[src/rtl/rotating_pattern_matcher_pkg.sv]
// Shared types and helpers for the rotating pattern matcher: FSM states,
// character rotation, mask expansion and lowest-set-bit encoding.
package rotating_pattern_matcher_pkg;

    // Widest data word the helpers handle; callers zero-extend into this.
    localparam int unsigned RPM_MAX_W = 512;
    localparam int unsigned RPM_IDX_W = $clog2(RPM_MAX_W);

    typedef enum logic [1:0] {
        IDLE  = 2'd0,
        BUILD = 2'd1,
        ARMED = 2'd2
    } rpm_state_t;

    // Rotate the low `width` bits of value right by `chars` characters.
    function automatic logic [RPM_MAX_W-1:0] rotr_chars(
        input logic [RPM_MAX_W-1:0] value,
        input int unsigned          width,
        input int unsigned          char_width,
        input int unsigned          chars
    );
        logic [RPM_MAX_W-1:0] result;
        int unsigned          amount;
        result = '0;
        amount = (char_width * chars) % width;
        for (int unsigned i = 0; i < RPM_MAX_W; i++) begin
            if (i < width) begin
                result[RPM_IDX_W'(i)] = value[RPM_IDX_W'((i + amount) % width)];
            end
        end
        return result;
    endfunction

    // Widen a per-character mask so each bit covers char_width data bits.
    function automatic logic [RPM_MAX_W-1:0] expand_mask(
        input logic [RPM_MAX_W-1:0] mask,
        input int unsigned          num_chars,
        input int unsigned          char_width
    );
        logic [RPM_MAX_W-1:0] result;
        result = '0;
        for (int unsigned i = 0; i < RPM_MAX_W; i++) begin
            if (i < num_chars * char_width) begin
                result[RPM_IDX_W'(i)] = mask[RPM_IDX_W'(i / char_width)];
            end
        end
        return result;
    endfunction

    // Index of the lowest set bit among the low `width` bits; 0 when none.
    function automatic int unsigned lowest_set(
        input logic [RPM_MAX_W-1:0] vec,
        input int unsigned          width
    );
        int unsigned idx;
        logic        found;
        idx   = 0;
        found = 1'b0;
        for (int unsigned i = 0; i < RPM_MAX_W; i++) begin
            if (i < width && vec[RPM_IDX_W'(i)] && !found) begin
                idx   = i;
                found = 1'b1;
            end
        end
        return idx;
    endfunction

endpackage

[src/rtl/rotating_pattern_matcher_compare_stage.sv]
// S1 compare bank: one masked comparator per rotation, registered behind a
// valid/ready handshake.
module rpm_compare_stage
    import rotating_pattern_matcher_pkg::*;
#(
    parameter  int unsigned DATA_WIDTH = 64,
    parameter  int unsigned CHAR_WIDTH = 8,
    localparam int unsigned NUM_ROT    = DATA_WIDTH / CHAR_WIDTH
) (
    input  logic                          clk,
    input  logic                          reset,
    input  logic                          enable,
    input  logic [DATA_WIDTH-1:0]         in_data,
    input  logic                          in_valid,
    output logic                          in_ready,
    input  logic [NUM_ROT*DATA_WIDTH-1:0] rot_flat,
    input  logic [NUM_ROT*NUM_ROT-1:0]    msk_flat,
    input  logic                          next_ready,
    output logic                          s1_valid,
    output logic                          s1_advance,
    output logic [NUM_ROT-1:0]            s1_hit
);

    logic [NUM_ROT-1:0] hit_comb;
    logic               accept;

    assign s1_advance = s1_valid & next_ready;
    assign in_ready   = enable & (~s1_valid | s1_advance);
    assign accept     = in_valid & in_ready;

    for (genvar k = 0; k < NUM_ROT; k++) begin : g_cmp
        logic [DATA_WIDTH-1:0] care;
        assign care = DATA_WIDTH'(expand_mask(
            RPM_MAX_W'(msk_flat[k*NUM_ROT +: NUM_ROT]), NUM_ROT, CHAR_WIDTH));
        assign hit_comb[k] =
            ((in_data ^ rot_flat[k*DATA_WIDTH +: DATA_WIDTH]) & care) == '0;
    end

    // Capture the hit vector on acceptance; empty the stage once it hands off.
    always_ff @(posedge clk) begin
        if (reset) begin
            s1_valid <= 1'b0;
            s1_hit   <= '0;
        end else if (accept) begin
            s1_valid <= 1'b1;
            s1_hit   <= hit_comb;
        end else if (s1_advance) begin
            s1_valid <= 1'b0;
        end
    end

endmodule

[src/rtl/rotating_pattern_matcher.sv]
// Rotating pattern matcher: builds all character rotations of a loaded
// pattern, then matches streamed words against every rotation in a two-stage
// pipeline, reporting hit vector, first-hit index and a saturating hit count.
module rotating_pattern_matcher
    import rotating_pattern_matcher_pkg::*;
#(
    parameter  int unsigned DATA_WIDTH  = 64,
    parameter  int unsigned CHAR_WIDTH  = 8,
    parameter  int unsigned COUNT_WIDTH = 32,
    localparam int unsigned NUM_ROT     = DATA_WIDTH / CHAR_WIDTH,
    localparam int unsigned IDX_WIDTH   = (NUM_ROT > 1) ? $clog2(NUM_ROT) : 1
) (
    input  logic                   clk,
    input  logic                   reset,
    input  logic [DATA_WIDTH-1:0]  pattern_in,
    input  logic [NUM_ROT-1:0]     mask_in,
    input  logic                   pattern_load,
    output logic                   pattern_ready,
    output logic                   armed,
    input  logic [DATA_WIDTH-1:0]  in_data,
    input  logic                   in_valid,
    output logic                   in_ready,
    output logic                   out_valid,
    input  logic                   out_ready,
    output logic [NUM_ROT-1:0]     out_match_vec,
    output logic                   out_match_any,
    output logic [IDX_WIDTH-1:0]   out_match_idx,
    output logic [COUNT_WIDTH-1:0] hit_count,
    input  logic                   hit_clear
);

    rpm_state_t                    state;
    logic [IDX_WIDTH-1:0]          build_cnt;
    logic [DATA_WIDTH-1:0]         rot [NUM_ROT];
    logic [NUM_ROT-1:0]            msk [NUM_ROT];
    logic [NUM_ROT*DATA_WIDTH-1:0] rot_flat;
    logic [NUM_ROT*NUM_ROT-1:0]    msk_flat;
    logic [DATA_WIDTH-1:0]         rot_next;
    logic [NUM_ROT-1:0]            msk_next;
    logic                          s1_valid;
    logic                          s1_advance;
    logic [NUM_ROT-1:0]            s1_hit;
    logic                          s2_ready;
    logic                          load_accept;

    assign pattern_ready = ~s1_valid & ~out_valid;
    assign load_accept   = pattern_load & pattern_ready;
    assign armed         = (state == ARMED);
    assign s2_ready      = ~out_valid | out_ready;

    for (genvar k = 0; k < NUM_ROT; k++) begin : g_flat
        assign rot_flat[k*DATA_WIDTH +: DATA_WIDTH] = rot[k];
        assign msk_flat[k*NUM_ROT +: NUM_ROT]       = msk[k];
    end

    // Next rotation is one character (one mask bit) beyond the last one written.
    always_comb begin
        rot_next = DATA_WIDTH'(rotr_chars(RPM_MAX_W'(rot[build_cnt - 1'b1]),
                                          DATA_WIDTH, CHAR_WIDTH, 1));
        msk_next = NUM_ROT'(rotr_chars(RPM_MAX_W'(msk[build_cnt - 1'b1]),
                                       NUM_ROT, 1, 1));
    end

    // FSM and rotation storage: a load seeds rot[0], BUILD fills one entry per cycle.
    always_ff @(posedge clk) begin
        if (reset) begin
            state     <= IDLE;
            build_cnt <= '0;
            for (int unsigned k = 0; k < NUM_ROT; k++) begin
                rot[k] <= '0;
                msk[k] <= '0;
            end
        end else if (load_accept) begin
            rot[0]    <= pattern_in;
            msk[0]    <= mask_in;
            build_cnt <= IDX_WIDTH'(1);
            if (NUM_ROT == 1) begin
                state <= ARMED;
            end else begin
                state <= BUILD;
            end
        end else if (state == BUILD) begin
            rot[build_cnt] <= rot_next;
            msk[build_cnt] <= msk_next;
            build_cnt      <= build_cnt + 1'b1;
            if (build_cnt == IDX_WIDTH'(NUM_ROT - 1)) begin
                state <= ARMED;
            end
        end
    end

    rpm_compare_stage #(
        .DATA_WIDTH (DATA_WIDTH),
        .CHAR_WIDTH (CHAR_WIDTH)
    ) u_s1 (
        .clk        (clk),
        .reset      (reset),
        .enable     (armed),
        .in_data    (in_data),
        .in_valid   (in_valid),
        .in_ready   (in_ready),
        .rot_flat   (rot_flat),
        .msk_flat   (msk_flat),
        .next_ready (s2_ready),
        .s1_valid   (s1_valid),
        .s1_advance (s1_advance),
        .s1_hit     (s1_hit)
    );

    // S2 output stage: vector, OR-reduction and lowest-index encode, held under stall.
    always_ff @(posedge clk) begin
        if (reset) begin
            out_valid     <= 1'b0;
            out_match_vec <= '0;
            out_match_any <= 1'b0;
            out_match_idx <= '0;
        end else if (s1_advance) begin
            out_valid     <= 1'b1;
            out_match_vec <= s1_hit;
            out_match_any <= |s1_hit;
            out_match_idx <= IDX_WIDTH'(lowest_set(RPM_MAX_W'(s1_hit), NUM_ROT));
        end else if (out_ready) begin
            out_valid <= 1'b0;
        end
    end

    // Saturating count of transferred hits; clear takes priority.
    always_ff @(posedge clk) begin
        if (reset) begin
            hit_count <= '0;
        end else if (hit_clear) begin
            hit_count <= '0;
        end else if (out_valid && out_ready && out_match_any && hit_count != '1) begin
            hit_count <= hit_count + 1'b1;
        end
    end

endmodule

[config.mk]
export PLATFORM = sky130hd
export DESIGN_NAME = rotating_pattern_matcher
export DESIGN_NICKNAME = d
export VERILOG_FILES = /design/src/rtl/rotating_pattern_matcher_pkg.sv /design/src/rtl/rotating_pattern_matcher_compare_stage.sv /design/src/rtl/rotating_pattern_matcher.sv
export SDC_FILE = /design/constraint.sdc
export NUM_CORES = 1
export LEC_CHECK = 0
export CORE_ASPECT_RATIO = 1.25
export CORE_MARGIN = 2
export CORE_UTILIZATION = 40
export DETAILED_ROUTE_END_ITERATION = 8
export MAX_ROUTING_LAYER = met4
export SLEW_MARGIN = 5
export SYNTH_ARGS = -nofsm -noshare
export SYNTH_HDL_FRONTEND = slang
export SYNTH_HIERARCHICAL = 1
export SYNTH_SLANG_ARGS = --single-unit
[constraint.sdc]
create_clock -name clk -period 8.98 [get_ports clk]
set_clock_uncertainty 0.15 [all_clocks]
set_input_delay 1.347 -clock clk [delete_from_list [all_inputs] [get_ports clk]]
set_output_delay 1.347 -clock clk [all_outputs]
set_load 0.01 [all_outputs]
# Word-level counts from Yosys, hierarchy flattened

Memories as Yosys holds them, arrays and structs flattened.
Index checks and enable logic that the tools add are counted.

Reduce and logical (&&, ||, !) cells: 36
$add $sub $neg: 3
Eq/ne operators: 4
Shifts and indexed selects: 0
Multiply operators: 0
Bitwise logic cells: 27
Divide/modulo/power cells: 0
$lt $le $gt $ge: 0
Muxes and demuxes: 54

Operators by type and width:

| operator                                                              | number |
|---|---|
| 64-bit bitwise AND                                                    | 8 |
| 64-bit logical NOT                                                    | 8 |
| 64-bit XOR                                                            | 8 |
| 64-bit two-way mux                                                    | 2 |
| 64-bit OR reduction                                                   | 1 |
| 1-bit two-way mux                                                     | 42 |
| 32-bit by 1-bit adder with 32-bit output, second input constant       | 1 |
| 32-bit inequality test, second input constant                         | 1 |
| 3-bit two-way mux                                                     | 8 |
| 8-bit two-way mux                                                     | 2 |
| 8-bit OR reduction                                                    | 2 |
| 1-bit logical AND                                                     | 10 |
| 2-bit nonzero test                                                    | 4 |
| 1-bit logical NOT                                                     | 7 |
| 1-bit bitwise AND                                                     | 5 |
| 1-bit OR                                                              | 4 |
| 2-bit AND reduction                                                   | 2 |
| 2-bit OR reduction                                                    | 2 |
| 3-bit by 1-bit adder with 3-bit output, second input constant         | 1 |
| 3-bit equality test, second input constant                            | 1 |
| 3-bit by 1-bit subtractor with 3-bit output, second input constant    | 1 |
| 2-bit by 1-bit equality test with 1-bit output, second input constant | 1 |
| 2-bit equality test, second input constant                            | 1 |
| 1-bit NOT                                                             | 2 |

Memories kept: 2
Memory bits (read-only): 0
Word-level logic and storage cells: 137
Bits in latches: 0
RAM bits: 576
Register bits after elaboration: 59

Memory list:

| name | depth | width | rd ports | clocked after memory_dff | write ports | line                           | source |
|---|---|---|---|---|---|---|---|
| rot  | 8     | 64    | 9        | 0                        | 8           | rotating_pattern_matcher.sv:34 | `logic [DATA_WIDTH-1:0] rot [NUM_ROT];` |
| msk  | 8     | 8     | 9        | 0                        | 8           | rotating_pattern_matcher.sv:35 | `logic [NUM_ROT-1:0] msk [NUM_ROT];` |

# Logic depth before layout (Yosys ltp)

Depth in word-level cells: 38
Depth in mapped cells: 9
Depth with buffers taken out: 6

# Hierarchy

The synthesis kept the hierarchy.

Modules (own cells, without submodules):

| module                   | sequential area each (um^2) | cells an instance | times used | area an instance (um^2) |
|---|---|---|---|---|
| rotating_pattern_matcher | 18297.5                     | 1852              | 1          | 26713.1 |
| rpm_compare_stage        | 180.2                       | 824               | 1          | 6794.0 |

# Worst setup path before layout

Ideal clock, no wire load.

Kind: input to register
From: input pattern_load
To: memory msk[7][0] in the netlist's numbering (enable)
Stages: 6
Setup time: 0.743 ns
Arrival: 3.805 ns
Data required time: 8.087 ns
Slack: 4.282 ns
Path through: or3b_2 > nand2_1 > nor3_1 > nand3_1 > clkbuf_1 > nand2_1

RTL lines:

| item            | line                           | source |
|---|---|---|
| start, declared | rotating_pattern_matcher.sv:17 | `input logic pattern_load,` |
| end, declared   | rotating_pattern_matcher.sv:35 |  |

==> flow_summary.ini <==
[placement]
port-buffer-count = 189
post-place-cells = 3789
post_dp_cell_area_um2 = 35930
gp_congestion = 0.8957
dp.final_hpwl_um = 68640

[setup_path]
setup_cp_type = input pin to flip-flop
worstSetupStartpointType = input pin
worst_ep_arrival_time_ns = 5.90
ff2ff_setup_slack_ns = 3.89
cp_max_fo = 73
worst_path_largest_cell_delay_ns = 1.01
crit_path_end_kind = flip-flop
critical-path-slowest-cell = sky130_fd_sc_hd__nand2_4
crit_chain = clkdlybuf4s50_1, buf_4, clkinv_1, nand2_1, nor3_1, nand2_4, nand2_4, buf_4
r2r-end = rot[5][19]$_SDFFCE_PN0P_
critPathRequiredTime_ns = 9.11
r2r_start = build_cnt[0]$_SDFFE_PP0P_
worstRegToRegCells = 5

[timing]
worst-slew-pin-transition_ns = 1.227
fin_setup_tns_ns = 0
achievable-frequency_mhz = 173.4
hold_violations = 0
setup_viol = 0
slew_headroom_pct = 15.88
rsz_0062_raised_after_global_routing = false
slew_viol_final = 0
timing.final.crit_share_pct = 64.23
hold_ws_ns = 0.3170
min_period_ns = 5.768

[job]
maxCapViolCount = 0

[synth]
synth_flop_cell = sky130_fd_sc_hd__edfxtp_1
ys.warnings.count = 6
yosysTopAreaCellShare_pct = 51.62
count_of_cell_types_in_the_netlist = 52
synth_most_common_cell = sky130_fd_sc_hd__edfxtp_1
synth.yosys.seq_area_share_pct = 55.15
ys_ff_latch = 635
synth_edf_count = 576
netlist.top_cell.by_area = sky130_fd_sc_hd__edfxtp_1
mappedNetlistArea_um2 = 33510
postSynth.asyncResetShare_pct = 0
synth_fp_nets = 2822
postSynthCellCount = 2676
yosys-top-cells-area = sky130_fd_sc_hd__edfxtp_1, sky130_fd_sc_hd__xnor2_1, sky130_fd_sc_hd__mux4_2, sky130_fd_sc_hd__nor2_1, sky130_fd_sc_hd__dfxtp_1
synth_common_cells = sky130_fd_sc_hd__edfxtp_1, sky130_fd_sc_hd__nor2_1, sky130_fd_sc_hd__xnor2_1
syn_area_per_cell_um2 = 12.52

[floorplanning]
die_h_um = 327.6
core_region_area_um2 = 82970
die_width_um = 262.9
die_area_um2 = 86110
initial_utilization_pct = 40.38
io-pin-count = 190
floorplan.rows = 118

[power_and_ir_drop]
power_per_cell_area_nw_per_um2 = 189.9
total_leakage_power_nw = 12.39
peakVddDrop_v = 0.0001267

[routing]
routed_wl_um = 100300
routed_via_density = 5.746
routed_wire_length_per_instance_um = 25.67
starting_drt_drc_count = 2442
dr_total_vias = 22449
final_antenna_net_count = 0
firstDrtPassIters = 7
drc = 0

[global_route]
gr-usage-met2_pct = 39.55
via_count_of_the_first_global_routing_pass = 22851
grt_max_usage_layer = met2
met3_usage_pct = 3.096
initial_antenna_violation_count = 2
global_route_wire_length_before_repair_um = 148700
global_route.overflow_total = 0
met1_usage_pct = 29.44
global_route.usage.total_pct = 23.77
maximum_number_of_pins_on_one_net_before_global_route_repair = 74

[finish]
layout.cells.non_filler = 3907
layout.cell_area.non_filler_um2 = 38070
num_antenna_cells = 0
nets = 2924
final_util_pct = 45.88
layout-drive-gt1-share_pct = 11.00
syn2layout_area_growth_pct = 13.60

[clocking]
cts_tree = done
cts.root.buffer_cell = sky130_fd_sc_hd__clkbuf_16
h-tree-depth = 3
cts.sinks = 635
clkLatencyLatePin_ns = 0.63
ctsLongestPathBuffers = 3
cts_resized = 0
cts_made_buffers = 67
cts_setup_buffers = 0
postCtsHoldBufs = 0
cts_clk_pin_slew_worst_paths_ns = 0.06

[min_path]
worst_hold_path.endpoint = out_match_idx[2]$_SDFFE_PP0P_
worstHoldPathType = flip-flop to flip-flop
hold_start = out_match_idx[2]$_SDFFE_PP0P_
worst_hold_path.num_cells = 2

[run_status]
result_of_the_run = complete, no violations
[cell families (layout without fill, tap and decap cells)]
group           Yosys count  in the layout  synth area share, %
compound gates          199            199                3.447
xor+xnor                526            526                13.75
fa+ha+maj                 4              4               0.1494
buf+inv                 190            341                3.615
flops                   635            635                55.15
mux                     227            227                12.16
simple gates            895            895                11.74
[metrics by stage]
| step | setup WS (ns) | total power, mW |
|---|---|---|
| CTS | 3.231 | 7.268 |
| detailed placement | 2.608 | 4.528 |
| floorplan | 4.282 | 4.149 |
| finish | 3.212 | 7.227 |
| global route | 3.001 | 7.441 |
| global placement | 2.637 | 4.516 |
[routing by layer]
metal  share of wire, %  vias up
li1                   -     9855
met1                 40    11468
met2                 50      947
met3                6.6      179
met4                4.0        0
met5                  0        -
[area by class of cell]
type                            count  area (um^2)
Fill cell                        7441        44910
Tap cell                         1080         1351
Timing Repair Buffer              214         2079
Sequential cell                   635        18480
Inverter                            9        33.78
Clock inverter                     29        259.0
Clock buffer                       89         1878
Multi-Input combinational cell   1851        13980
[state kept, by name, summed over array words and instances (netlist names)]
name,flops
state,2
out_match_any,1
build_cnt,3
out_match_idx,3
u_s1/s1_valid,1
hit_count,32
msk,64
u_s1/s1_hit,8
out_valid,1
out_match_vec,8
rot,512
[worst max path at each step]
stage                 startpoint                        to  slack, ns
detailed placement         reset  rot[3][17]$_SDFFCE_PN0P_       2.61
global route               reset  rot[3][34]$_SDFFCE_PN0P_       3.00
CTS                        reset  rot[5][18]$_SDFFCE_PN0P_       3.23
finish                     reset  rot[5][19]$_SDFFCE_PN0P_       3.21
global placement           reset  rot[5][10]$_SDFFCE_PN0P_       2.64
floorplan           pattern_load   msk[7][0]$_SDFFCE_PN0P_       4.28
[worst max-delay path: cells and delay by family]
| family | cells | cell delay (ns) |
|---|---|---|
| buffers and inverters | 4 | 1.43 |
| and+or+nand+nor | 4 | 3.02 |
[where the power goes]
group / switching (mW) / internal [mW] / total [mW]
combinational: 0.627 / 0.395 / 1.02
sequential: 0.103 / 3.35 / 3.45
clock: 1.19 / 1.57 / 2.76
[placed cells by master, fill, tap and decap left out, types with 18 or more instances in the layout]
cell type,Yosys,layout
sky130_fd_sc_hd__a21oi_1,18,18
sky130_fd_sc_hd__buf_4,5,25
sky130_fd_sc_hd__clkbuf_16,0,71
sky130_fd_sc_hd__clkdlybuf4s50_1,0,189
sky130_fd_sc_hd__dfxtp_1,59,58
sky130_fd_sc_hd__edfxtp_1,576,576
sky130_fd_sc_hd__mux2i_1,83,83
sky130_fd_sc_hd__mux4_2,144,144
sky130_fd_sc_hd__nand2_1,134,121
sky130_fd_sc_hd__nand4_1,147,147
sky130_fd_sc_hd__nor2_1,546,545
sky130_fd_sc_hd__o21ai_0,79,79
sky130_fd_sc_hd__o21ai_1,64,64
sky130_fd_sc_hd__xnor2_1,513,513
(Power assumes the default switching activity.)
